--- config.mk ---
export PLATFORM = sky130hd
export DESIGN_NAME = md_sched
export DESIGN_NICKNAME = d
export VERILOG_FILES = /design/src/rtl/md_sched.sv
export SDC_FILE = /design/constraint.sdc
export NUM_CORES = 1
export LEC_CHECK = 0
export CORE_ASPECT_RATIO = 0.5
export CORE_MARGIN = 4
export CORE_UTILIZATION = 35
export DETAILED_ROUTE_END_ITERATION = 6
export GPL_TIMING_DRIVEN = 0
export PLACE_DENSITY = 0.67
export SYNTH_ARGS = -nofsm -noshare
export SYNTH_HDL_FRONTEND = slang
export SYNTH_SLANG_ARGS = --single-unit
--- constraint.sdc ---
create_clock -name clk -period 8.3 [get_ports clk]
set_clock_uncertainty 0.05 [all_clocks]
set_input_delay 2.49 -clock clk [delete_from_list [all_inputs] [get_ports clk]]
set_output_delay 2.49 -clock clk [all_outputs]
set_load 0.05 [all_outputs]
--- src/rtl/md_sched.sv ---
// Issue controller for the shared multiply/divide core: launches MD operations,
// keeps one operation in a single-entry buffer, and owns the HI/LO registers.
module md_sched #(
    parameter int MULT_CYCLES = 5,
    parameter int DIV_CYCLES  = 10
) (
    input  logic        clk,
    input  logic        reset,
    input  logic        req_valid,
    input  logic [3:0]  req_op,
    input  logic [31:0] req_a,
    input  logic [31:0] req_b,
    input  logic        flush,
    input  logic [31:0] core_hi,
    input  logic [31:0] core_lo,
    output logic        core_start,
    output logic [3:0]  core_op,
    output logic [31:0] core_a,
    output logic [31:0] core_b,
    output logic        busy,
    output logic        stall,
    output logic [31:0] hi,
    output logic [31:0] lo,
    output logic [31:0] rd_data
);

    localparam int MAX_CYCLES = (MULT_CYCLES > DIV_CYCLES) ? MULT_CYCLES : DIV_CYCLES;
    localparam int CNT_W = ($clog2(MAX_CYCLES + 1) > 4) ? $clog2(MAX_CYCLES + 1) : 4;
    localparam logic [CNT_W-1:0] MULT_CNT = CNT_W'(MULT_CYCLES);
    localparam logic [CNT_W-1:0] DIV_CNT  = CNT_W'(DIV_CYCLES);

    typedef enum logic {IDLE, RUN} state_t;

    state_t           state, state_next;
    logic [CNT_W-1:0] cnt, cnt_next;
    logic [3:0]       op_next, buf_op, buf_op_next;
    logic [31:0]      a_next, b_next, buf_a, buf_a_next, buf_b, buf_b_next;
    logic [31:0]      hi_next, lo_next;
    logic             buf_v, buf_v_next, start_next;
    logic             is_md, is_mv, accept, accept_md, launch_req, launch_buf;

    function automatic logic [CNT_W-1:0] latency(input logic [3:0] op);
        return (op == 4'd1 || op == 4'd2) ? MULT_CNT : DIV_CNT;
    endfunction

    assign is_md     = (req_op >= 4'd1) && (req_op <= 4'd4);
    assign is_mv     = (req_op >= 4'd5) && (req_op <= 4'd8);
    assign busy      = (state == RUN);
    assign stall     = req_valid && ((is_md && buf_v) || (is_mv && (busy || buf_v)));
    assign accept    = req_valid && !stall && !flush;
    assign accept_md = accept && is_md;
    assign rd_data   = (req_op == 4'd5) ? hi : ((req_op == 4'd6) ? lo : 32'd0);

    // On a commit edge with an empty buffer, an accepted MD request launches
    // directly so back-to-back issue never leaves an idle gap.
    always_comb begin
        state_next  = state;
        cnt_next    = cnt;
        op_next     = core_op;
        a_next      = core_a;
        b_next      = core_b;
        buf_v_next  = buf_v;
        buf_op_next = buf_op;
        buf_a_next  = buf_a;
        buf_b_next  = buf_b;
        hi_next     = hi;
        lo_next     = lo;
        start_next  = 1'b0;
        launch_req  = 1'b0;
        launch_buf  = 1'b0;

        case (state)
            IDLE: begin
                if (accept_md) launch_req = 1'b1;
            end
            RUN: begin
                if (cnt == CNT_W'(1)) begin
                    hi_next = core_hi;
                    lo_next = core_lo;
                    if (buf_v && !flush) launch_buf = 1'b1;
                    else if (accept_md)  launch_req = 1'b1;
                    else                 state_next = IDLE;
                end else begin
                    cnt_next = cnt - CNT_W'(1);
                    if (accept_md) begin
                        buf_v_next  = 1'b1;
                        buf_op_next = req_op;
                        buf_a_next  = req_a;
                        buf_b_next  = req_b;
                    end
                end
            end
            default: state_next = IDLE;
        endcase

        if (launch_req) begin
            op_next    = req_op;
            a_next     = req_a;
            b_next     = req_b;
            cnt_next   = latency(req_op);
            state_next = RUN;
            start_next = 1'b1;
        end
        if (launch_buf) begin
            op_next    = buf_op;
            a_next     = buf_a;
            b_next     = buf_b;
            cnt_next   = latency(buf_op);
            state_next = RUN;
            start_next = 1'b1;
            buf_v_next = 1'b0;
        end
        if (flush) buf_v_next = 1'b0;

        // Moves to HI/LO are only accepted while idle, so they never race a commit.
        if (accept && req_op == 4'd7) hi_next = req_a;
        if (accept && req_op == 4'd8) lo_next = req_a;
    end

    always_ff @(posedge clk or posedge reset) begin
        if (reset) begin
            state      <= IDLE;
            cnt        <= '0;
            core_op    <= 4'd0;
            core_a     <= 32'd0;
            core_b     <= 32'd0;
            core_start <= 1'b0;
            buf_v      <= 1'b0;
            buf_op     <= 4'd0;
            buf_a      <= 32'd0;
            buf_b      <= 32'd0;
            hi         <= 32'd0;
            lo         <= 32'd0;
        end else begin
            state      <= state_next;
            cnt        <= cnt_next;
            core_op    <= op_next;
            core_a     <= a_next;
            core_b     <= b_next;
            core_start <= start_next;
            buf_v      <= buf_v_next;
            buf_op     <= buf_op_next;
            buf_a      <= buf_a_next;
            buf_b      <= buf_b_next;
            hi         <= hi_next;
            lo         <= lo_next;
        end
    end

endmodule

==> results.env, run 1 <==
OUTCOME='finished clean'
FIN_NETS=1254
DIEWIDTH_UM=233
GRT_PASS1_VIAS=7887
COMMONEST_CELLS_AFTER_ROUTING_FILL_AND_TAPS_ASIDE='clkdlybuf4s50_1 (300), dfrtp_1 (207), nor2_1 (145), nand2_1 (72)'
CPMAXSTAGEDELAYCELL='clkdlybuf4s50_1'
DRT_PRE_ANTENNA_ITERS=4
GPL.FINAL_WEIGHTED_CONGESTION=0.830
INITIAL_STANDARD_CELL_UTILIZATION_OF_THE_CORE_PCT=36.3
FINALCRITICALPERIOD_NS=7.98
POWER_REPORT.INTERNAL_TOTAL_mW=2.94
CLK_ROOT_BUFFER_CELL='clkbuf_16'
TIMING.CRITICAL_PATH.SLOWEST_CELL_DELAY_NS=0.82
GRT_SETUP_UNREPAIRED='false'
R2R_START='cnt[0]$_DFFE_PP0P_'
POST_CTS_RESIZED=0
POWER_DENSITY_nW_PER_UM2=415
SLEW_HEADROOM_PCT=51.8
MIN_PERIOD_OVER_PERIOD_PCT=96.1
ROUTED_WIRE_LENGTH_PER_INSTANCE_UM=20.5
CTS_HOLD_BUF=0
YOSYS.CELL_TYPES.COUNT=45
CLOCK_POWER_SHARE_PCT=16.8
DRV.MAX_CAP_VIOLATION_COUNT=0
MAPPED_CELLS=792
IO_BUFFERS=300
AREA_GROWTH_SYN_TO_LAYOUT_PCT=46.0
FINAL_COMMON_CELL='clkdlybuf4s50_1'
SYNTH_ADDER_AREA_SHARE_PCT=0.282
SYNTH.NET_COUNT=930
FINALWIRELENGTH_MM=30.0
PEAKVDDDROP_V=0.000161
AREA.SEQUENTIAL_UM2=5180
FF2FF_SETUP_SLACK_NS=5.68
WORST_EP_REQUIRED_TIME_NS=5.76
FF2FF_PATH_DEPTH=8
COUNT_OF_FLIP_FLOPS_WITH_A_BUILT_IN_ENABLE_AFTER_SYNTHESIS=0
MULTI_INPUT_COMB_AREA_UM2=3390
POST_SYNTHESIS_MEAN_INSTANCE_AREA_UM2=11.2
PATH_CLASS='input port to primary output'
YS_SEQ_ELEMENTS=207
SYNTH_SEQUENTIAL_AREA_RATIO_PCT=58.3
DPL.HPWL_MM=22.2
DIE_H_UM=121
FLOORPLAN.IO_PINS=303
FINAL-MAX-SLEW-VIOLATION-COUNT=0
DRT_ITER0_DRC=509
CP_COMMON_CELL='clkdlybuf4s50_1'
FINAL_LAYOUT_SIZE_SUFFIX_GT1_SHARE_PCT=5.25
SYNTH.MUX.AREA_FRACTION_PCT=8.50
BASIC_GATE_SHARE_OF_THE_SYNTHESIZED_AREA_COUNTING_AND_OR_NAND_AND_NOR_CELLS_PCT=11.2
POST_DRT_VIA_CELL_RATIO=5.20
SYNTH_FLOP_CELL='dfrtp_1'
CLKSLEWWORSTSETUPHOLDPATHS_NS=0.06
PLACED_CELLS=1429
SETUP_TOTAL_NEGATIVE_SLACK_NS=0
LARGEST_FAMILY_OF_LOGIC_CELLS_BY_SYNTHESIZED_AREA='compound AO/OA/AOI/OAI gates'
NUMCTSBUFFERS=21
GRT_PASS1_WL_MM=46.3
FINALHOLDVIOLCOUNT=0
MAX_FREQ_GHz=0.125
DRC=0
CORE_AREA_UM2=24500
POST_CTS_BUFFERS=0
SYNTH_ASYNC_SR_FLOP_SHARE_PCT=100
TIMING.RR.END='core_a[1]$_DFFE_PP0P_'
CLOCK_PATH_BUFFERS=3
INITIAL_ANTENNA_VIOLATION_COUNT=2
YOSYS.AREA_SHARE.XOR_XNOR_PCT=0.296
CLKLATENCYLATEPIN_NS=0.50
TIMING.CRITICAL_PATH.TO='rd_data[9]'
ROUTE.ANTENNA.REMAINING_NETS=0
ENDPOINT_ARRIVAL_TIME_ON_THE_CRITICAL_PATH_NS=5.44
TIMING.CRITICAL_PATH.TO_TYPE='primary output'
CRITICAL_PATH.CELL_CHAIN='clkdlybuf4s50_1 > nand2b_1 > nor3_1 > clkbuf_1 > a22o_1 > clkdlybuf4s50_1'
CLOCK_SINK_TOTAL=207
GLOBALROUTE.TOTALOVERFLOW=0
YS.WARNINGS.COUNT=0
COMPOUND_GATE_FRACTION_OF_SYNTH_AREA_PCT=17.9
FP.DIEAREA_UM2=28100
CRIT_FANOUT=10
CRITPATHLAUNCH='req_op[2]'
ROW_COUNT=40
LAYOUT.FILLER_CELLS=2154
SWITCHING_SHARE_PCT=45.4
SETUP-VIOLATIONS-FINAL=0
SYNTH_AREA_UM2=8880
COMBPWRFRAC_PCT=49.0
POWER.NET_SWITCHING_mW=2.44
SHARE_SEQ_OF_TOTAL_POWER_PCT=34.2
GRT_START_MAX_NET_PINS=128
HOLD_CLASS='register to register'
H_TREE_LEVEL_COUNT=1
POWER.STATIC_LEAKAGE_nW=5.73
TIGHTEST_SLEW_NS=0.718
SYNTH_TOP_AREA_SHARE_PCT=58.3
STARTPOINT_CLASS='input port'
LAYOUTNONFILLERINSTCOUNT=1462
GROUTE.USAGE.OVERALL_PCT=20.8
ROUTED-VIA-COUNT=7599
NETLIST_TOP_CELLS_AREA='dfrtp_1 (58%), mux2_1 (8.5%), a22o_1 (6.4%), nor2_1 (6.1%), o22ai_1 (4.7%)'
CTS_TREE='done'
SYNTH_LARGEST_AREA_CELL='dfrtp_1'
-- critical path: cells and delay by family --
kind	cells	cell delay, ns
buf+inv	3	1.96
simple gates	2	0.71
compound gates	1	0.27
-- cells in the mapped netlist, drive strengths merged (3+ instances only) --
cell	count
nor3	4
inv	7
a22o	65
nor2b	3
nor2	146
buf	24
dfrtp	207
clkbuf	33
o21ai	4
a22oi	34
o22ai	67
mux2	67
nand2	72
a21o	32
-- registers in the layout, summed over array words and instances (netlist names) --
register / flops
busy: 1
hi: 32
lo: 32
core_a: 32
cnt: 4
core_start: 1
core_op: 4
buf_op: 4
buf_v: 1
buf_b: 32
core_b: 32
buf_a: 32
-- layout make-up --
type	instances	area share (%)
Tap cell	336	3.24
Clock buffer	29	4.52
Timing Repair Buffer	301	23.4
Inverter	7	0.261
Sequential cell	207	40.0
Clock inverter	2	0.270
Multi-Input combinational cell	521	26.1
Buffer	57	2.19
Antenna cell	2	0.0386
-- metal layers --
layer	wire length (um)	part of all wire [%]	global-route usage, %	up-vias
met5	0	0	0	-
li1	-	-	-	3485
met2	15500	52	37.1	186
met1	12500	42	26.7	3878
met3	1240	4.1	3.30	50
met4	716	2.4	5.11	0
-- through the flow --
step	power [mW]	hold WS [ns]	instance area, um^2	worst slack [ns]	utilization [%]
4_1_cts	5.43	0.440	13000	0.333	52.9
3_3_place_gp	4.44	0.417	12300	-2.66	50.3
3_5_place_dp	4.51	0.426	12300	0.290	50.4
6_report	5.38	0.436	13000	0.320	53.0
5_1_grt	5.63	0.452	13000	0.164	53.0
2_1_floorplan	3.49	0.409	8880	0.108	-
-- how the worst min path moves through the flow --
stage	endpoint	startpoint	cells past startpoint	slack (ns)
6_report	buf_b[9]$_DFFE_PP0P_	buf_b[9]$_DFFE_PP0P_	1	0.44
5_1_grt	buf_b[9]$_DFFE_PP0P_	buf_b[9]$_DFFE_PP0P_	1	0.45
4_1_cts	buf_a[22]$_DFFE_PP0P_	buf_a[22]$_DFFE_PP0P_	1	0.44
3_5_place_dp	buf_b[9]$_DFFE_PP0P_	buf_b[9]$_DFFE_PP0P_	1	0.43
3_3_place_gp	buf_a[5]$_DFFE_PP0P_	buf_a[5]$_DFFE_PP0P_	1	0.42
2_1_floorplan	buf_a[0]$_DFFE_PP0P_	buf_a[0]$_DFFE_PP0P_	1	0.41
-- cell families after synthesis --
logic type	count (synthesis)
and+or+nand+nor	239
AOI/OAI and AO/OA	210
muxes	67
DFF	207
adders and majority gates	2
buffers and inverters	64
xor gates and xnor gates	3
-- power groups by stage --
stage / Clock, mW / Combinational, mW / Sequential (mW)
global route: 0.966 / 2.76 / 1.90
floorplan: 0 / 0.571 / 2.92
CTS: 0.929 / 2.66 / 1.84
finish: 0.902 / 2.64 / 1.84
detailed placement: 0 / 2.66 / 1.86
global placement: 0 / 2.62 / 1.83
(Power assumes the default switching activity.)
==> run 2, diff against run 1 <==
Settings changed: CORE_MARGIN 4 to default, CTS_CLUSTER_SIZE from default to 28, SKIP_LAST_GASP from default to 1.
==> results.env, run 2 (synthesis results as in run 1) <==
POWER_DENSITY_nW_PER_UM2=416  # +0.21%
CRIT_FANOUT=10  # unchanged
CLKLATENCYLATEPIN_NS=0.50  # about the same
GLOBALROUTEMET3UTIL_PCT=3.49  # +0.19 points
DPL.HPWL_MM=21.0  # -5.3%
GROUTE.USAGE.OVERALL_PCT=22.0  # +1.2 points
FIN_NETS=1253  # -0.080%
SETUP-VIOLATIONS-FINAL=0  # unchanged
FINALHOLDVIOLCOUNT=0  # unchanged
TIMING.CRITICAL_PATH.TO_TYPE='primary output'
ROUTE.ANTENNA.REMAINING_NETS=0  # unchanged
GPL.FINAL_WEIGHTED_CONGESTION=0.825  # -0.67%
FINALCRITICALPERIOD_NS=7.97  # -0.0129 ns
ENDPOINT_ARRIVAL_TIME_ON_THE_CRITICAL_PATH_NS=5.43  # about the same
DIEWIDTH_UM=227  # -2.6%
PEAKVDDDROP_V=0.000210  # +31%
INITIAL_STANDARD_CELL_UTILIZATION_OF_THE_CORE_PCT=36.4  # +0.074 points
IO_BUFFERS=300  # unchanged
STARTPOINT_CLASS='input port'
GRT_START_MAX_NET_PINS=107  # -16%
GRT_SETUP_UNREPAIRED='false'
FINAL-MAX-SLEW-VIOLATION-COUNT=0  # unchanged
POWER.STATIC_LEAKAGE_nW=5.77  # +0.59%
WORST_EP_REQUIRED_TIME_NS=5.76  # about the same
GLOBAL_ROUTE.PEAK_USAGE_LAYER='met2'
CLKSLEWWORSTSETUPHOLDPATHS_NS=0.06  # about the same
GRT_PASS1_VIAS=7658  # -2.9%
DRT_PRE_ANTENNA_ITERS=5  # +1
FINAL_LAYOUT_SIZE_SUFFIX_GT1_SHARE_PCT=5.76  # +0.51 points
ROW_COUNT=40  # unchanged
GLOBALROUTE.TOTALOVERFLOW=0  # unchanged
POWER_REPORT.INTERNAL_TOTAL_mW=2.99  # +1.6%
CLOCK_PATH_BUFFERS=3  # unchanged
CTS_HOLD_BUF=0  # unchanged
GR-USAGE-MET1_PCT=29.9  # +3.2 points
TIGHTEST_SLEW_NS=0.730  # +0.0115 ns
SETUP_TOTAL_NEGATIVE_SLACK_NS=0  # unchanged
DRT_ITER0_DRC=471  # -7.5%
H_TREE_LEVEL_COUNT=1  # unchanged
COMBPWRFRAC_PCT=48.4  # -0.6 points
CLOCK_SINK_TOTAL=207  # unchanged
OUTCOME='finished clean'
DPL-INSTANCE-AREA_UM2=12300  # unchanged
LAYOUTNONFILLERINSTCOUNT=1466  # +0.27%
ROUTED-VIA-COUNT=7530  # -0.91%
P_TOTAL_mW=5.42  # +0.74%
FLOORPLAN.IO_PINS=303  # unchanged
HOLD_CLASS='register to register'
GROUTE.LAYER.MET2.USAGE_PCT=36.6  # -0.45 points
GRT_PASS1_WL_MM=44.2  # -4.6%
DRV.MAX_CAP_VIOLATION_COUNT=0  # unchanged
FINALWIRELENGTH_MM=28.8  # -4.0%
AREA_GROWTH_SYN_TO_LAYOUT_PCT=46.8
COMMONEST_CELLS_AFTER_ROUTING_FILL_AND_TAPS_ASIDE='clkdlybuf4s50_1 (300), dfrtp_1 (207), nor2_1 (145), nand2_1 (72)'
CLOCK_POWER_SHARE_PCT=17.7  # +0.9 points
DIE_H_UM=115  # -5.0%
CORE_AREA_UM2=24400  # -0.20%
SLEW_HEADROOM_PCT=51.4  # -0.40 points
POST_CTS_BUFFERS=0  # unchanged
PLACED_CELLS=1429  # unchanged
ROUTED_WIRE_LENGTH_PER_INSTANCE_UM=19.6  # -4.3%
FINALINSTANCEAREA_UM2=13000  # +0.53%
FP.DIEAREA_UM2=26100  # -7.4%
MIN_PERIOD_OVER_PERIOD_PCT=96.0  # -0.16 points
CLK_ROOT_BUFFER_CELL='clkbuf_16'
MAX_FREQ_GHz=0.126  # +0.16%
DRC=0  # unchanged
LAYOUT.FILLER_CELLS=2204  # +2.3%
POST_DRT_VIA_CELL_RATIO=5.14  # -1.2%
CTS_TREE='done'
PATH_CLASS='input port to primary output'
POWER.NET_SWITCHING_mW=2.44  # -0.28%
INITIAL_ANTENNA_VIOLATION_COUNT=2  # unchanged
FINAL_COMMON_CELL='clkdlybuf4s50_1'
NUMCTSBUFFERS=20  # -4.8%
POST_CTS_RESIZED=0  # unchanged
SHARE_SEQ_OF_TOTAL_POWER_PCT=33.8  # -0.4 points
SWITCHING_SHARE_PCT=44.9  # -0.46 points
[run 2: cell types whose count changed in the layout (fill, tap and decap cells not counted)]
cell	delta
clkbuf_1	-2
clkbuf_8	+5
clkinvlp_4	+1
[run 2: layout make-up]
| type | instances | area (um^2) | share of cell area (%) |
|---|---|---|---|
| Antenna cell | 2 | 5.00 | 0.0384 |
| Buffer | 57 | 284 | 2.18 |
| Clock buffer | 32 | 647 | 4.96 |
| Clock inverter | 3 | 42.5 | 0.326 |
| Inverter | 7 | 33.8 | 0.259 |
| Multi-Input combinational cell | 521 | 3390 | 26.0 |
| Sequential cell | 207 | 5180 | 39.7 |
| Tap cell | 336 | 420 | 3.23 |
| Timing Repair Buffer | 301 | 3030 | 23.3 |
[run 2: routing by layer]
metal	vias up	wire length, um	share of wire [%]
li1	3498	-	-
met5	-	0	0
met2	186	14200	49
met4	0	686	2.4
met1	3802	12700	44
met3	44	1240	4.3
[run 2: path summary, 6_finish.rpt]
check / startpoint / endpoint / slack [ns] / cells past startpoint
worst max-delay path: req_op[2] / rd_data[11] / 0.33 / 6
worst min register to register: buf_a[16]$_DFFE_PP0P_ / buf_a[16]$_DFFE_PP0P_ / 0.44 / 1
max in group asynchronous: reset / hi[20]$_DFFE_PP0P_ / 4.76 / 3
worst max register to register: cnt[1]$_DFFE_PP0P_ / core_b[28]$_DFFE_PP0P_ / 5.70 / 9
min in group asynchronous: reset / core_b[16]$_DFFE_PP0P_ / 2.46 / 2
worst min-delay path: buf_a[16]$_DFFE_PP0P_ / buf_a[16]$_DFFE_PP0P_ / 0.44 / 1
[run 2: critical path, cell delays in order]
cell,delay [ns]
clkdlybuf4s50_1,0.63
nand2b_1,0.15
nor3_1,0.54
clkbuf_1,0.57
a22o_1,0.22
clkdlybuf4s50_1,0.82
[run 2: through the flow]
stage | worst slack [ns] | hold slack, ns | utilization (%)
global route | 0.217 | 0.456 | 53.4
floorplan | 0.108 | 0.409 | -
detailed placement | 0.372 | 0.426 | 50.5
finish | 0.333 | 0.437 | 53.4
CTS | 0.366 | 0.441 | 53.3
global placement | -2.64 | 0.418 | 50.4
[run 2: power groups by stage]
stage | logic [mW] | registers [mW] | clock network, mW
6_report | 2.63 | 1.84 | 0.962
5_1_grt | 2.75 | 1.90 | 1.03
4_1_cts | 2.65 | 1.83 | 0.983
3_5_place_dp | 2.64 | 1.85 | 0
3_3_place_gp | 2.60 | 1.83 | 0
2_1_floorplan | 0.571 | 2.92 | 0
